### config.mk
export PLATFORM = sky130hd
export DESIGN_NAME = full_adder
export DESIGN_NICKNAME = d
export VERILOG_FILES = /design/src/rtl/full_adder.sv
export SDC_FILE = /design/constraint.sdc
export NUM_CORES = 1
export LEC_CHECK = 0
export ABC_AREA = 1
export ABC_CLOCK_PERIOD_IN_PS = 2600
export CELL_PAD_IN_SITES_DETAIL_PLACEMENT = 0
export CELL_PAD_IN_SITES_GLOBAL_PLACEMENT = 1
export CORE_AREA = 2 2 39 41
export CTS_BUF_LIST = sky130_fd_sc_hd__clkbuf_4 sky130_fd_sc_hd__clkbuf_8
export DETAILED_ROUTE_END_ITERATION = 12
export DIE_AREA = 0 0 41 43
export PLACE_DENSITY = 0.49
export REMOVE_ABC_BUFFERS = 1
export SLEW_MARGIN = 20
export SYNTH_ARGS = -nofsm -noshare
export SYNTH_HDL_FRONTEND = slang
export SYNTH_SLANG_ARGS = --single-unit
### constraint.sdc
create_clock -name clk -period 2.6 [get_ports clk]
set_input_delay 0.26 -clock clk [delete_from_list [all_inputs] [get_ports clk]]
set_output_delay 0.26 -clock clk [all_outputs]
set_load 0.02 [all_outputs]
### src/rtl/full_adder.sv
// Purpose: registered WIDTH-bit ripple-carry adder, {Cout,Sum} = x + y + Cin.
// Latency: 1 clock; 2 clocks with FULL_ADDER_INREG_EN defined (adds an input register stage).
// Backpressure: none; accepts one valid input every cycle, out_vld is in_vld delayed.
module full_adder #(
    parameter int WIDTH = 1
) (
    input  logic             clk,
    input  logic             rst,
    input  logic [WIDTH-1:0] x,
    input  logic [WIDTH-1:0] y,
    input  logic             Cin,
    input  logic             in_vld,
    output logic [WIDTH-1:0] Sum,
    output logic             Cout,
    output logic             out_vld
);

    logic [WIDTH-1:0] add_x;
    logic [WIDTH-1:0] add_y;
    logic             add_cin;
    logic             add_vld;

`ifdef FULL_ADDER_INREG_EN
    always_ff @(posedge clk) begin
        if (rst) begin
            add_x   <= '0;
            add_y   <= '0;
            add_cin <= 1'b0;
            add_vld <= 1'b0;
        end else begin
            add_x   <= x;
            add_y   <= y;
            add_cin <= Cin;
            add_vld <= in_vld;
        end
    end
`else
    always_comb begin
        add_x   = x;
        add_y   = y;
        add_cin = Cin;
        add_vld = in_vld;
    end
`endif

    logic [WIDTH-1:0] sum_c;
    logic             cout_c;
    logic             carry;

    // Chain of 1-bit full-adder cells; carry ripples LSB to MSB.
    always_comb begin
        sum_c = '0;
        carry = add_cin;
        for (int i = 0; i < WIDTH; i++) begin
            sum_c[i] = add_x[i] ^ add_y[i] ^ carry;
            carry    = (add_x[i] & add_y[i]) | (carry & (add_x[i] ^ add_y[i]));
        end
        cout_c = carry;
    end

    // Result registers hold their value across idle cycles.
    always_ff @(posedge clk) begin
        if (rst) begin
            Sum     <= '0;
            Cout    <= 1'b0;
            out_vld <= 1'b0;
        end else begin
            out_vld <= add_vld;
            if (add_vld) begin
                Sum  <= sum_c;
                Cout <= cout_c;
            end
        end
    end

endmodule

# Yosys cells after proc, flatten, opt, wreduce, memory -nomap -nowiden
# Cells that the tools add are included.
# totals
regBits	3
# op_classes
bitwise	5
# ops
cell	n
1-bit AND	2
1-bit XOR	2
1-bit bitwise OR	1

# Depth between registers and ports, before layout
# logic_depth
ltp_word	3
mapped_depth	5
ltp_nobuf	5

# Least setup slack after synthesis
# No wires, ideal clock.
# synth_path
path_kind	input to register
startpoint	input y
endpoint	register Sum
arrival_ns	0.949
setup_time_ns	0.064
setup_slack_ns	1.587
path_stages	5
cell_sequence	fa_1 -> inv_1 -> nand2_1 -> nand2_1 -> nor2_1
# synth_via
elab_chain_len	2
# synth_rtl
item	line	source
from (decl)	10	input logic [WIDTH-1:0] y,
1-bit XOR (2 in a row)	55	sum_c[i] = add_x[i] ^ add_y[i] ^ carry;
to (signal assigned)	70	Sum <= sum_c;
to (decl)	13	output logic [WIDTH-1:0] Sum,
# No other way between the ends.
# A chain may end at the register's enable or synchronous reset.

# Final worst setup path
# layout_path
startpoint	register Sum
endpoint	output Sum
# No word-level cell between the ends.

==> impl_metrics.json <==
{
  "outcome": "finished, final reports clean",
  "areaGrowthSynthToFinish_pct": 101,
  "start_kind": "register",
  "crit_cells": 1,
  "htree_levels": 1,
  "synth-xor-area-share_pct": 0,
  "slowest_delay_ns": 0.60,
  "muxShareOfSynthArea_pct": 0,
  "clkLatencyLatePin_ns": 0.23,
  "ant_nets": 0,
  "regToRegEndpoint": "Cout",
  "swShare_pct": 22.4,
  "crit_start": "Sum",
  "drc_errors": 0,
  "comb_power_share_pct": 17.0,
  "clock_sinks": 3,
  "p_seq_share_pct": 29.6,
  "drive_gt1_share_pct": 13.8,
  "rr_startpoint": "Cout",
  "setup_tns_ns": 0,
  "die_y_um": 43,
  "crit_arrival_ns": 1.15,
  "path_buf_inv": 1,
  "ir_drop_mv": 0.120,
  "antenna_found_initial": 0,
  "wirelength_um": 323,
  "yosys.area_share.simple_pct": 26.2,
  "hold_path_class": "reg -> reg",
  "crit_slowest_cell": "clkdlybuf4s50_1",
  "fmaxAchievable_mhz": 708,
  "critPathCaptureType": "primary output",
  "drtIter0Drc": 4,
  "core_area_mm2": 0.00138,
  "switchingPower_mw": 0.0387,
  "yosysTopAreaCell": "dfxtp_1",
  "syn_inst": 17,
  "cts_hold_buf": 0,
  "relSlewSlack_pct": 85.4,
  "ys_seq_elements": 3,
  "grtUsageTotal_pct": 6.02,
  "io_buffer_count": 8,
  "fin_crit_ns": 1.41,
  "syn-cell-area_um2": 129,
  "crit_end": "Sum",
  "ys_warn_count": 0,
  "routed_via_density": 2.98,
  "path_cells": "clkdlybuf4s50_1",
  "ys_seq_area_share_pct": 46.6,
  "num_rows": 14,
  "cts_resized": 0,
  "grt_pass1_vias": 143,
  "maxSlewViolCount": 0,
  "ys_types": 5,
  "overflow": 0,
  "setup_viol": 0,
  "cts.clk_slew.worst_paths_ns": 0.04,
  "ctsRootBufferMaster": "clkbuf_4",
  "internal_power_mw": 0.134,
  "die_w_um": 41,
  "dieArea_mm2": 0.00176,
  "layout.nets": 37,
  "leakagePower_nw": 0.123,
  "reg2reg_depth": 2,
  "hold_viol": 0,
  "critical_path_peak_fanout": 2,
  "first_pass_iters": 4,
  "timing.final.crit_share_pct": 54.3,
  "clkPwrFrac_pct": 53.4,
  "synth_compound_area_share_pct": 0,
  "nFillCells": 164,
  "cts_buffer_depth": 2,
  "critical_path.top_delay_family": "buffers and inverters",
  "synth_top_family_by_area": "simple AND/OR/NAND/NOR gates",
  "io_pins": 9,
  "cts_buffers": 3,
  "worstMarginPinSlew_ns": 0.218,
  "cap_violations": 0,
  "initial_core_util_pct": 9.31,
  "synthAdderAreaFrac_pct": 15.5,
  "cts_tree": "built",
  "antenna_cells": 0,
  "cp_data_required_time_ns": 2.34,
  "synth_top_area_share_pct": 46.6,
  "post_cts_buffers": 0,
  "rsz0062_at_grt": "no",
  "crit_type": "reg -> out",
  "powerDensity_mw_per_mm2": 666,
  "finalClockSkew_ns": 0,
  "grt_max_degree": 6,
  "vias": 134,
  "gp_congestion": 0.524,
  "fin_total_pwr_mw": 0.172,
  "post_drt_wl_per_cell_um": 7.18,
  "syn_area_per_cell_um2": 7.58,
  "ff2ff_setup_slack_ns": 2.03,
  "grt_first_pass_wirelength_um": 565,
  "yosys-top-cells-area": "dfxtp_1 47%, fa_1 16%, nor2_1 15%"
}
stage by stage:
step / cells / cell area [um2] / worst slack, ns / hold WS [ns] / utilization, %
after floorplan: 17 / 129 / 1.59 / 0.331 / -
after global placement: 41 / 229 / 1.10 / 0.463 / 16.5
after detailed placement: 41 / 229 / 1.07 / 0.469 / 16.5
after CTS: 45 / 259 / 1.17 / 0.474 / 18.7
after global routing: 45 / 259 / 1.13 / 0.513 / 18.7
final: 45 / 259 / 1.19 / 0.471 / 18.7
layer usage:
metal  wire (um)  GRT usage, %  vias to the layer above
met5           0             0                        -
met4           6          8.00                        0
met3          63          6.28                        2
met2         102          5.31                        9
met1         150          6.09                       53
li1            -             -                       70
cell type report:
type | count | area [um2] | area share, %
clock buffers | 4 | 30.0 | 11.6
inverters | 4 | 15.0 | 5.80
flip-flops and latches | 3 | 60.1 | 23.2
repair buffers | 8 | 80.1 | 30.9
multi-input cells | 10 | 53.8 | 20.8
well taps | 16 | 20.0 | 7.73
kinds of logic (layout without fill, tap and decap cells):
kind of cell,after synthesis,count (layout)
flops,3,3
simple gates,9,9
buf+inv,4,16
fa+ha+maj,1,1
worst min-delay path by stage:
| stage | slack [ns] | from | cells after the start | endpoint |
|---|---|---|---|---|
| after floorplan | 0.33 | rst | 1 | out_vld |
| after global placement | 0.46 | Sum | 2 | Sum |
| after detailed placement | 0.47 | Sum | 2 | Sum |
| after CTS | 0.47 | Sum | 2 | Sum |
| after global routing | 0.51 | Sum | 2 | Sum |
| final | 0.47 | Sum | 2 | Sum |
registers in the layout, summed over array words and instances, names as in the netlist:
signal,flops
Cout,1
Sum,1
out_vld,1
cell usage in the layout (no fill, tap or decap):
master / instances
inv_1: 4
clkdlybuf4s50_1: 8
fa_1: 1
dfxtp_1: 3
nor2_1: 5
clkbuf_4: 4
nand2_1: 4
cells in the mapped netlist:
| cell | count |
|---|---|
| nor2_1 | 5 |
| inv_1 | 4 |
| nand2_1 | 4 |
| dfxtp_1 | 3 |
| fa_1 | 1 |
power by group through the flow:
stage / combinational (mW) / sequential, mW / clock, mW
floorplan: 0.00752 / 0.0560 / 0
global placement: 0.0289 / 0.0517 / 0
detailed placement: 0.0298 / 0.0517 / 0
CTS: 0.0299 / 0.0510 / 0.0965
global route: 0.0336 / 0.0515 / 0.103
finish: 0.0293 / 0.0510 / 0.0921
Power figures use the tool's default switching activity.
